--- src/rtl/uart_rx_tx_if.sv ---
// Byte-stream handshake bundle between the UART and on-chip logic.
// master = byte producer/consumer logic, slave = the UART block.
interface uart_rx_tx_if;
  logic [7:0] tx_data;
  logic       tx_data_valid;
  logic       tx_data_ready;
  logic [7:0] rx_data;
  logic       rx_data_valid;
  logic       rx_data_ready;

  modport master (
    output tx_data, tx_data_valid, rx_data_ready,
    input  tx_data_ready, rx_data, rx_data_valid
  );

  modport slave (
    input  tx_data, tx_data_valid, rx_data_ready,
    output tx_data_ready, rx_data, rx_data_valid
  );
endinterface

--- src/rtl/uart_rx_tx.sv ---
// 8N1 UART transmitter and receiver with valid/ready byte handshakes.
// Define UART_PARITY_EN to add an even-parity bit after data bit 7.
module uart_rx_tx #(
  parameter int CLK_FRE   = 100,
  parameter int BAUD_RATE = 115200
) (
  input  logic          clk,
  input  logic          rst_n,
  uart_rx_tx_if.slave   bus,
  output logic          tx_pin,
  input  logic          rx_pin
);

  localparam int CYCLE = CLK_FRE * 1000000 / BAUD_RATE;
  localparam int CNT_W = $clog2(CYCLE + 1);
  localparam logic [CNT_W-1:0] LAST      = CNT_W'(CYCLE - 1);
  localparam logic [CNT_W-1:0] HALF_LAST = CNT_W'(CYCLE / 2 - 1);

  typedef enum logic [2:0] {
    TX_IDLE, TX_START, TX_DATA,
`ifdef UART_PARITY_EN
    TX_PARITY,
`endif
    TX_STOP
  } tx_state_t;

  typedef enum logic [2:0] {
    RX_IDLE, RX_START, RX_DATA,
`ifdef UART_PARITY_EN
    RX_PARITY,
`endif
    RX_STOP, RX_DONE
  } rx_state_t;

  // ---------------- transmitter ----------------
  tx_state_t        tx_state_reg, tx_state_next;
  logic [CNT_W-1:0] tx_cnt_reg, tx_cnt_next;
  logic [2:0]       tx_bit_reg, tx_bit_next;
  logic [7:0]       tx_shift_reg, tx_shift_next;
  logic             tx_ready;
  logic             tx_bit_end;

  always_ff @(posedge clk) begin
    if (rst_n) begin
      tx_state_reg <= TX_IDLE;
      tx_cnt_reg   <= '0;
      tx_bit_reg   <= '0;
      tx_shift_reg <= '0;
    end else begin
      tx_state_reg <= tx_state_next;
      tx_cnt_reg   <= tx_cnt_next;
      tx_bit_reg   <= tx_bit_next;
      tx_shift_reg <= tx_shift_next;
    end
  end

  always_comb begin
    tx_state_next = tx_state_reg;
    tx_cnt_next   = tx_cnt_reg;
    tx_bit_next   = tx_bit_reg;
    tx_shift_next = tx_shift_reg;
    tx_ready      = 1'b0;
    tx_pin        = 1'b1;
    tx_bit_end    = (tx_cnt_reg == LAST);
    if (tx_state_reg != TX_IDLE)
      tx_cnt_next = tx_bit_end ? '0 : tx_cnt_reg + 1'b1;
    case (tx_state_reg)
      TX_IDLE: begin
        tx_ready = 1'b1;
        if (bus.tx_data_valid) begin
          tx_shift_next = bus.tx_data;
          tx_cnt_next   = '0;
          tx_state_next = TX_START;
        end
      end
      TX_START: begin
        tx_pin = 1'b0;
        if (tx_bit_end) begin
          tx_bit_next   = '0;
          tx_state_next = TX_DATA;
        end
      end
      TX_DATA: begin
        tx_pin = tx_shift_reg[tx_bit_reg];
        if (tx_bit_end) begin
          tx_bit_next = tx_bit_reg + 1'b1;
          if (tx_bit_reg == 3'd7)
`ifdef UART_PARITY_EN
            tx_state_next = TX_PARITY;
`else
            tx_state_next = TX_STOP;
`endif
        end
      end
`ifdef UART_PARITY_EN
      TX_PARITY: begin
        tx_pin = ^tx_shift_reg;
        if (tx_bit_end) tx_state_next = TX_STOP;
      end
`endif
      TX_STOP: begin
        if (tx_bit_end) tx_state_next = TX_IDLE;
      end
      default: tx_state_next = TX_IDLE;
    endcase
  end

  assign bus.tx_data_ready = tx_ready;

  // ---------------- receiver ----------------
  // Synchronizer flops reset to the idle level so reset never fakes a start edge.
  logic rx_meta_reg, rx_sync_reg, rx_prev_reg;

  always_ff @(posedge clk) begin
    if (rst_n) begin
      rx_meta_reg <= 1'b1;
      rx_sync_reg <= 1'b1;
      rx_prev_reg <= 1'b1;
    end else begin
      rx_meta_reg <= rx_pin;
      rx_sync_reg <= rx_meta_reg;
      rx_prev_reg <= rx_sync_reg;
    end
  end

  rx_state_t        rx_state_reg, rx_state_next;
  logic [CNT_W-1:0] rx_cnt_reg, rx_cnt_next;
  logic [2:0]       rx_bit_reg, rx_bit_next;
  logic [7:0]       rx_shift_reg, rx_shift_next;
  logic [7:0]       rx_data_reg, rx_data_next;
  logic             rx_valid_reg, rx_valid_next;
  logic             rx_bit_end;

  always_ff @(posedge clk) begin
    if (rst_n) begin
      rx_state_reg <= RX_IDLE;
      rx_cnt_reg   <= '0;
      rx_bit_reg   <= '0;
      rx_shift_reg <= '0;
      rx_data_reg  <= '0;
      rx_valid_reg <= 1'b0;
    end else begin
      rx_state_reg <= rx_state_next;
      rx_cnt_reg   <= rx_cnt_next;
      rx_bit_reg   <= rx_bit_next;
      rx_shift_reg <= rx_shift_next;
      rx_data_reg  <= rx_data_next;
      rx_valid_reg <= rx_valid_next;
    end
  end

  always_comb begin
    rx_state_next = rx_state_reg;
    rx_cnt_next   = rx_cnt_reg;
    rx_bit_next   = rx_bit_reg;
    rx_shift_next = rx_shift_reg;
    rx_bit_end    = (rx_cnt_reg == LAST);
    // A completion in the same cycle as a consume overrides the clear below.
    rx_data_next  = rx_data_reg;
    rx_valid_next = bus.rx_data_ready ? 1'b0 : rx_valid_reg;
    if (rx_state_reg != RX_IDLE && rx_state_reg != RX_DONE)
      rx_cnt_next = rx_bit_end ? '0 : rx_cnt_reg + 1'b1;
    case (rx_state_reg)
      RX_IDLE: begin
        rx_cnt_next = '0;
        if (rx_prev_reg && !rx_sync_reg) rx_state_next = RX_START;
      end
      RX_START: begin
        // Half-period recheck; all later samples land one full period apart, mid-bit.
        if (rx_cnt_reg == HALF_LAST) begin
          rx_cnt_next = '0;
          rx_bit_next = '0;
          rx_state_next = rx_sync_reg ? RX_IDLE : RX_DATA;
        end
      end
      RX_DATA: begin
        if (rx_bit_end) begin
          rx_shift_next = {rx_sync_reg, rx_shift_reg[7:1]};
          rx_bit_next   = rx_bit_reg + 1'b1;
          if (rx_bit_reg == 3'd7)
`ifdef UART_PARITY_EN
            rx_state_next = RX_PARITY;
`else
            rx_state_next = RX_STOP;
`endif
        end
      end
`ifdef UART_PARITY_EN
      RX_PARITY: begin
        if (rx_bit_end)
          rx_state_next = (rx_sync_reg == ^rx_shift_reg) ? RX_STOP : RX_IDLE;
      end
`endif
      RX_STOP: begin
        if (rx_bit_end) rx_state_next = rx_sync_reg ? RX_DONE : RX_IDLE;
      end
      RX_DONE: begin
        rx_data_next  = rx_shift_reg;
        rx_valid_next = 1'b1;
        rx_state_next = RX_IDLE;
      end
      default: rx_state_next = RX_IDLE;
    endcase
  end

  assign bus.rx_data       = rx_data_reg;
  assign bus.rx_data_valid = rx_valid_reg;

endmodule

--- src/flat_wrapper.sv ---
// flat-port wrapper written by rule: the top's interface ports become plain ports
module uart_rx_tx_flat 
#(
  parameter int CLK_FRE   = 100,
  parameter int BAUD_RATE = 115200
)
  (clk, rst_n, tx_pin, rx_pin, bus_tx_data, bus_tx_data_valid, bus_rx_data_ready, bus_tx_data_ready, bus_rx_data, bus_rx_data_valid);
  uart_rx_tx_if bus_i ();
  input  logic clk;
  input  logic rst_n;
  output logic tx_pin;
  input  logic rx_pin;
  input wire logic [$bits(bus_i.tx_data)-1:0] bus_tx_data;
  input wire logic [$bits(bus_i.tx_data_valid)-1:0] bus_tx_data_valid;
  input wire logic [$bits(bus_i.rx_data_ready)-1:0] bus_rx_data_ready;
  output wire logic [$bits(bus_i.tx_data_ready)-1:0] bus_tx_data_ready;
  output wire logic [$bits(bus_i.rx_data)-1:0] bus_rx_data;
  output wire logic [$bits(bus_i.rx_data_valid)-1:0] bus_rx_data_valid;
  assign bus_i.tx_data = bus_tx_data;
  assign bus_i.tx_data_valid = bus_tx_data_valid;
  assign bus_i.rx_data_ready = bus_rx_data_ready;
  assign bus_tx_data_ready = bus_i.tx_data_ready;
  assign bus_rx_data = bus_i.rx_data;
  assign bus_rx_data_valid = bus_i.rx_data_valid;
  uart_rx_tx #(.CLK_FRE(CLK_FRE), .BAUD_RATE(BAUD_RATE)) u_core (.clk(clk), .rst_n(rst_n), .bus(bus_i), .tx_pin(tx_pin), .rx_pin(rx_pin));
endmodule
--- config.mk ---
export PLATFORM = sky130hd
export DESIGN_NAME = uart_rx_tx_flat
export DESIGN_NICKNAME = d
export VERILOG_FILES = /design/src/rtl/uart_rx_tx_if.sv /design/src/rtl/uart_rx_tx.sv /design/src/flat_wrapper.sv
export SDC_FILE = /design/constraint.sdc
export NUM_CORES = 1
export LEC_CHECK = 0
export BUFFER_PORTS_ARGS = -buffer_cell sky130_fd_sc_hd__buf_4
export CAP_MARGIN = 10
export CORE_UTILIZATION = 30
export CTS_BUF_LIST = sky130_fd_sc_hd__clkbuf_8 sky130_fd_sc_hd__clkbuf_16
export CTS_CLUSTER_DIAMETER = 30
export DETAILED_ROUTE_END_ITERATION = 6
export PLACE_DENSITY_LB_ADDON = 0.12
export SLEW_MARGIN = 10
export SYNTH_ARGS = -nofsm -noshare
export SYNTH_HDL_FRONTEND = slang
export SYNTH_SLANG_ARGS = --single-unit
--- constraint.sdc ---
create_clock -name clk -period 1.8 [get_ports clk]
set_input_delay 0 -clock clk [delete_from_list [all_inputs] [get_ports clk]]
set_output_delay 0 -clock clk [all_outputs]
set_load 0.005 [all_outputs]
# [Word level (Yosys, flattened, before mapping)]
# Cells that the tools add are included.
[word_totals] reg_bits=60 wordCells=90
[classes] n_addsub=4 n_lt_le_gt_ge=1 eq_ne=23 muxes=33 n_reduce_logical=16
[ops] operator="$mux 10" count=7
[ops] operator="$mux 3" count=14
[ops] operator="$pmux 3 s4" count=2
[ops] operator="$add 10x1->10 const B" count=2
[ops] operator="$eq 10x10->1 const B" count=2
[ops] operator="$pmux 10 s2" count=1
[ops] operator="$ne 2x1->1 const B" count=9
[ops] operator="$eq 3x2->1 const B" count=4
[ops] operator="$pmux 3 s2" count=2
[ops] operator="$eq 10x9->1 const B" count=1
[ops] operator="$reduce_and 5->1" count=2
[ops] operator="$eq 3x3->1 const B" count=3
[ops] operator="$add 3x1->3 const B" count=2
[ops] operator="$eq 3x1->1 const B" count=2
[ops] operator="$logic_not 3->1" count=2
[ops] operator="$reduce_and 3->1" count=2
[ops] operator="$reduce_bool 2->1" count=3
[ops] operator="$reduce_bool 3->1" count=2
[ops] operator="$lt 3x4->1 const B" count=1
[ops] operator="$mux 1" count=4
[ops] operator="$reduce_and 2->1" count=2
[ops] operator="$bmux 1 s3" count=1
[ops] operator="$ne 3x3->1 const B" count=1
[ops] operator="$logic_and 1x1->1" count=2
[ops] operator="other kinds (4)" count=4

# [Depth between registers and ports, before layout]
# Gate-level depths: netlist of the first run.
[depth] depth_word=5 ltp_mapped=7 depth_no_buf=6

# [Worst setup path before layout of the first run]
# Ideal clock, no wire load.
[synth_timing] path_kind="reg2reg" from="reg u_core.tx_state_reg[0]" to="reg u_core.tx_shift_reg[0]" setup_ns=0.132 t_arrival_ns=1.493 required_time_ns=1.668 slack_ns=0.175 path_stages_with_launch=8 path_buffers=2 cell_sequence="dfxtp_1 > inv_1 > ha_1 > clkbuf_1 > clkbuf_1 > nand2_1 > nand2_1 > a21oi_1"
[synth_between] elab_chain_cells=2
[synth_lines] element="start: declaration" line="uart_rx_tx.sv:36" source="tx_state_t tx_state_reg, tx_state_next;"
[synth_lines] element="start signal: assignment" line="uart_rx_tx.sv:50" source="tx_state_reg <= tx_state_next;"
[synth_lines] element="$logic_not 3->1" line="uart_rx_tx.sv:67" source="case (tx_state_reg)"
[synth_lines] element="$reduce_and 2->1 (no source line)"
[synth_lines] element="end signal: assignment" line="uart_rx_tx.sv:53" source="tx_shift_reg <= tx_shift_next;"
[synth_lines] element="end: declaration" line="uart_rx_tx.sv:39" source="logic [7:0] tx_shift_reg, tx_shift_next;"
# Every way passes these cells.
# A chain may end at the register's enable or synchronous reset.

# [Worst setup path in the final report of the first run]
[layout_timing] from="reg u_core.tx_state_reg[0]" to="reg u_core.tx_state_reg[0]"
[layout_between] elab_chain_cells=3
[layout_lines] element="$eq 3x2->1, or another cell as far along" line="uart_rx_tx.sv:67"
[layout_lines] element="$ne 2x1->1 (no source line) or $ne 2x2->1 (tied branches)"
[layout_lines] element="$reduce_and 5->1 (no source line)"
# Parallel ways exist; a longest one is shown, timed or not.

==> key figures, run 1 <==
Worst setup path
  – CP startpoint kind: flip-flop
  – Crit path kind: reg2reg
  – CP Data Required Time: 2030 ps
  – Worst setup EP type: flip-flop
  – Reg2reg start: u_core.tx_state_reg[0]
  – Crit. Startpoint: u_core.tx_state_reg[0]
  – CP Max Fanout: 6
  – Worst EP arrival: roughly 1900 ps

Placement
  – DPL Wire Length: approximately 4.0 mm
  – GPL Wtd Cong: 0.7680
  – Port Buffers: 23

Die
  – Io pins: 24
  – Die W: slightly below 100 um
  – Initial Util: 31.59%
  – Cell Rows: 34
  – CORE AREA: 8891 sq um
  – Die H: 98.77 um
  – Die area: between 9000 and 10000 sq um

Route
  – Drc violations: 0
  – Drt via density: between 4 and 5
  – Via count: between 2000 and 2500
  – Final ANT Viol Nets: 0
  – Wirelength per Cell: 13.01 um
  – WL final: 6.167 mm
  – Drt first pass iters: 4
  – DRT iter0 DRCs: 79

Timing
  – Final Hold Fails: 0
  – Tightest Pin Transition: 566.8 ps
  – Final Cycle Share: a little over nine tenths
  – Worst Clk Skew: 5.436 ps
  – Final number of setup-violating endpoints: 0
  – RSZ-0062 raised after global routing: false
  – Slew margin rel.: 62.22%
  – Fin. max-slew vios: 0
  – Final Critical Period: 1704 ps
  – Setup TNS: 0 ps
  – Fmax: between 0.5 and 0.6 GHz

Yosys
  – Post-synth ARST share: 0%
  – Dominant cell by count in the synthesized netlist: dfxtp_1
  – Syn_nets: 337
  – Post-synth EDFFs: 0
  – Synth top area cells: dfxtp_1 42%, nand2_1 4.9%, nor2_1 4.9%
  – Post-Syn Instances: 313
  – Netlist Area Pre-Place: 2809 sq um
  – Post-synth top area cell: dfxtp_1
  – Yosys reg bits: 59
  – Sequential fraction of the synthesis area: a little over two fifths
  – Top_reg_cell synth: dfxtp_1
  – Distinct cells, synth: between 50 and 60
  – Synth warn: 0
  – Top post-synthesis cells by count: 59 x dfxtp_1, 37 x nand2_1, 37 x nor2_1
  – Syn_area_per_cell: 8.974 sq um
  – Post-synth top area share: around 42%

Clock network
  – Later-pin clock latency in the skew report: 340 ps
  – CTS H-tree lvls: 3
  – CTS max path bufs: 2
  – Clock Sink Count: 59
  – TritonCTS Buffers: 9
  – Post CTS Setup Buffer Count: 0
  – CTS clk-pin slew, worst paths: 70 ps
  – CTS tree: yes
  – Root Driver: clkbuf_8

Global route
  – Total grt overflow: 0
  – Pin count of the biggest net entering global routing: 55
  – Vias in the first global route: 2167
  – First-pass GRT wire length: 10.49 mm
  – Initial antenna violation count: 0
  – GRT Overall Usage: 13.67%

Layout
  – Area Overhead vs Synth: 26.95%
  – Final Util: 40.11%
  – # diodes: 0
  – Nets@finish: 385
  – Fraction of layout cells with a size suffix above 1: 18.85%

Power and ir drop
  – Total Power: 3.568 mW
  – Lkg Pwr: approximately 1.2 nW
  – VDD IR max: around 0.45 mV
  – Pwr dens: roughly 1000 nW/um^2

Hold path
  – Hold Crit Class: in2reg
  – Hold Crit Start: rst_n

Run status
  – Outcome: finished clean

Run
  – Max Cap Viol: 0
## metrics by stage
step | cells | setup slack, ps | hold WS, ps | cell area (sq um)
finish | 474 | 96.09 | 133.9 | 3566
global route | 474 | 16.45 | 162.2 | 3566
CTS | 474 | 27.52 | 124.5 | 3551
detailed placement | 439 | 45.57 | 192.9 | 3152
global placement | 439 | 67.87 | 190.6 | 3152
floorplan | 313 | 174.6 | 103.8 | 2809
## cells by family after synthesis
| group | Yosys count | share of synthesized area [%] |
|---|---|---|
| compound gates | 52 | 11.89 |
| xor+xnor | 9 | 2.806 |
| fa+ha+maj | 11 | 4.900 |
| buf+inv | 20 | 2.984 |
| flops | 59 | 42.05 |
| mux | 16 | 6.637 |
| simple gates | 146 | 28.73 |
## worst max-delay path, stage by stage (launching register included)
cell and delay (ps):
dfxtp_1 360, inv_1 90, ha_1 300, nor2_2 210
nand2_1 90, o22ai_2 190, mux2_2 350
## power breakdown
part           leakage [nW]  internal [mW]  switching, mW  total (mW)
logic                 0.659          0.415          0.416       0.830
clock network         0.112          0.764          0.545        1.31
registers             0.478           1.38         0.0520        1.43
total                  1.25           2.55           1.01        3.57
## layer usage
metal	wire length, um	global-route usage, %
met1	3008	16.95
met3	205	4.468
met2	2891	22.54
met5	0	0
met4	61	4.133
## layout by cell type (no fill, tap or decap), types with 3 or more instances in the layout
| cell | n |
|---|---|
| nand4b_1 | 3 |
| nor2b_1 | 3 |
| nand3_1 | 16 |
| nor2_1 | 36 |
| buf_4 | 30 |
| or2_2 | 3 |
| dfxtp_1 | 58 |
| nand2_1 | 37 |
| a31oi_1 | 3 |
| nand2b_1 | 7 |
| and2_1 | 3 |
| dlygate4sd3_1 | 19 |
| o21ai_0 | 8 |
| inv_1 | 7 |
| xor2_1 | 5 |
| a21oi_1 | 24 |
| nand3b_1 | 6 |
| xnor2_1 | 4 |
| clkbuf_8 | 9 |
| ha_1 | 9 |
| nand4_1 | 7 |
| or3_1 | 3 |
| nor3_1 | 6 |
| mux2i_1 | 13 |
## worst paths after layout
check,slack [ps],endpoint,depth (start not counted)
worst min register to register,410,u_core.rx_sync_reg,1
worst min-delay path,130,u_core.tx_cnt_reg[3],2
worst max-delay path,100,u_core.tx_state_reg[0],6
worst max register to register,100,u_core.tx_state_reg[0],6
## layout make-up
| cell class | count | area (sq um) |
|---|---|---|
| sequential | 59 | 1182 |
| clock inverter | 7 | 85.08 |
| timing repair buffer | 52 | 466.7 |
| multi-input combinational | 234 | 1554 |
| clock buffer | 9 | 123.9 |
| inverter | 5 | 18.77 |
| fill | 890 | 5325 |
| tap | 108 | 135.1 |
## what timing repair did
action,in CTS,in global routing
gates resized for setup,0,6
hold endpoints to repair,11,0
hold buffers,19,0
endpoints found under the setup margin,0,23
No activity file was read; power rests on OpenSTA's default activity.
==> run 2: changes to the inputs <==
CORE_MARGIN = 3   (was default)
==> run 2 against run 1 <==
Net effect:
- die area rose by 8.3%
- clock-buffer cell count rose by 4
- wire length up 1.7%
- utilization fell by 0.82 points
- combinational power shrank 9.5%
- first-iteration DRC count shrank 2.5%
- fmax up 3.1%
- critical endpoint is now u_core.tx_cnt_reg[7]
==> key figures, run 2 (synthesis results as in run 1) <==
Run status
  – Outcome: finished clean

Worst setup path
  – CP startpoint kind: flip-flop
  – CP Max Fanout: 16
  – FF-to-FF setup slack: between 100 and 150 ps
  – Crit path kind: reg2reg
  – Reg2reg start: u_core.tx_state_reg[0]
  – Worst setup EP type: flip-flop
  – Reg2Reg Depth: 5
  – R2r endpoint: u_core.tx_cnt_reg[7]
  – Worst EP arrival: 1910 ps
  – CP Data Required Time: 2050 ps

Run
  – Max Cap Viol: 0

Global route
  – First-pass GRT wire length: 10.56 mm
  – Pin count of the biggest net entering global routing: 55
  – Initial antenna violation count: 0
  – Total grt overflow: 0
  – Vias in the first global route: 2213
  – GRT Overall Usage: 12.76%

Clock network
  – CTS H-tree lvls: 3
  – CTS tree: yes
  – TritonCTS Buffers: 9
  – CTS clk-pin slew, worst paths: roughly 70 ps
  – Clock Sink Count: between 50 and 60
  – Root Driver: clkbuf_8
  – Later-pin clock latency in the skew report: approximately 330 ps
  – Post CTS Setup Buffer Count: 0
  – CTS max path bufs: 2

Power and ir drop
  – VDD IR max: 0.4575 mV
  – Lkg Pwr: 1.243 nW
  – Pwr dens: 990.5 nW/um^2

Die
  – CORE AREA: 8891 sq um
  – Initial Util: 31.59%
  – Die H: 102.8 um
  – Io pins: 24
  – Die area: 10560 sq um
  – Cell Rows: 34
  – Die W: 102.8 um

Timing
  – Fin. max-slew vios: 0
  – Fmax: roughly 0.60 GHz
  – Slew margin rel.: between 60% and 70%
  – Worst Clk Skew: 6.585 ps
  – Hold WS: between 100 and 150 ps
  – Final Hold Fails: 0
  – RSZ-0062 raised after global routing: false
  – Setup TNS: 0 ps
  – Final Critical Period: 1653 ps
  – Tightest Pin Transition: 561.2 ps
  – Final Cycle Share: 91.85%
  – Final number of setup-violating endpoints: 0

Hold path
  – Hold Crit Start: rst_n
  – Hold Path Depth: 2
  – Hold Crit Class: in2reg
  – Hold EP: u_core.tx_cnt_reg[4]

Layout
  – Fraction of layout cells with a size suffix above 1: between 10% and 20%
  – Commonest non-fill, non-tap cell in the layout: dfxtp_1
  – # diodes: 0
  – Nets@finish: 380
  – Most frequent cells in the layout: 58 x dfxtp_1, 37 x nand2_1, 36 x nor2_1
  – Area Overhead vs Synth: 24.37%

Placement
  – Port Buffers: 23
  – DPL Wire Length: 4.192 mm
  – GPL Wtd Cong: 0.7902

Route
  – Drt via density: roughly 5
  – Wirelength per Cell: 13.40 um
  – Drc violations: 0
  – Drt first pass iters: 5
  – Final ANT Viol Nets: 0
  – Via count: 2324
  – DRT iter0 DRCs: 77
  – WL final: 6.273 mm
==> run 2: cell count changes in the layout (fill, tap and decap cells not counted) <==
cell | before | now
bufinv_16 | 2 | 1
buf_6 | 1 | 0
nor2b_1 | 3 | 2
clkinvlp_4 | 1 | 0
buf_4 | 30 | 35
clkinv_2 | 2 | 0
buf_12 | 2 | 1
ha_1 | 9 | 11
dlygate4sd3_1 | 19 | 11
clkbuf_8 | 9 | 13
nor2b_2 | 1 | 2
ha_2 | 2 | 0
inv_1 | 7 | 6
==> run 2: how the worst max path moves through the flow <==
stage                      startpoint                     end  slack, ps
6_report       u_core.tx_state_reg[0]    u_core.tx_cnt_reg[7]        150
5_1_grt          u_core.tx_cnt_reg[0]    u_core.tx_cnt_reg[8]         10
4_1_cts          u_core.tx_bit_reg[0]                  tx_pin         40
3_5_place_dp     u_core.rx_cnt_reg[0]  u_core.rx_shift_reg[2]        100
3_3_place_gp     u_core.rx_cnt_reg[0]  u_core.rx_shift_reg[2]         70
2_1_floorplan  u_core.tx_state_reg[0]  u_core.tx_shift_reg[0]        170
==> run 2: cell type report <==
cell class | count | area (sq um)
flip-flops and latches | 59 | 1182
repair buffers | 47 | 392.9
clock inverters | 2 | 33.78
multi-input cells | 234 | 1551
fillers | 918 | 5398
inverters | 5 | 18.77
well taps | 108 | 135.1
clock buffers | 13 | 178.9
==> run 2: stage by stage <==
stage | std cells | power [mW] | cell area (sq um) | utilization [%] | setup slack, ps
finish | 468 | 3.460 | 3493 | 39.29 | 146.7
global route | 468 | 3.664 | 3493 | 39.29 | 11.77
CTS | 468 | 3.504 | 3485 | 39.19 | 37.39
detailed placement | 442 | 2.188 | 3162 | 35.56 | 96.17
global placement | 442 | 2.179 | 3162 | 35.56 | 74.51
floorplan | 313 | 1.918 | 2809 | - | 174.6
==> run 2: what timing repair did <==
| action | CTS | global route |
|---|---|---|
| resized for setup | 0 | 4 |
| hold buffers | 11 | 0 |
| endpoints found under the hold margin | 11 | 0 |
| setup endpoints to repair | 0 | 23 |
==> run 2: critical path, cell delays in order, from the launching register on <==
cell	delay (ps)
dfxtp_1	360
inv_1	90
ha_1	260
buf_4	210
or4_1	510
a31oi_1	150
==> run 2: layer usage <==
layer	vias to the layer above	track usage, %	routed length (um)
met5	-	0	0
met4	0	4.183	94
met3	8	3.721	185
met2	34	20.41	2866
met1	1078	16.58	3126
li1	1204	-	-
==> run 2: where the power goes <==
| part | switching, mW | internal [mW] |
|---|---|---|
| clock | 0.503 | 0.779 |
| sequential | 0.0513 | 1.38 |
| combinational | 0.404 | 0.347 |
| total | 0.958 | 2.50 |
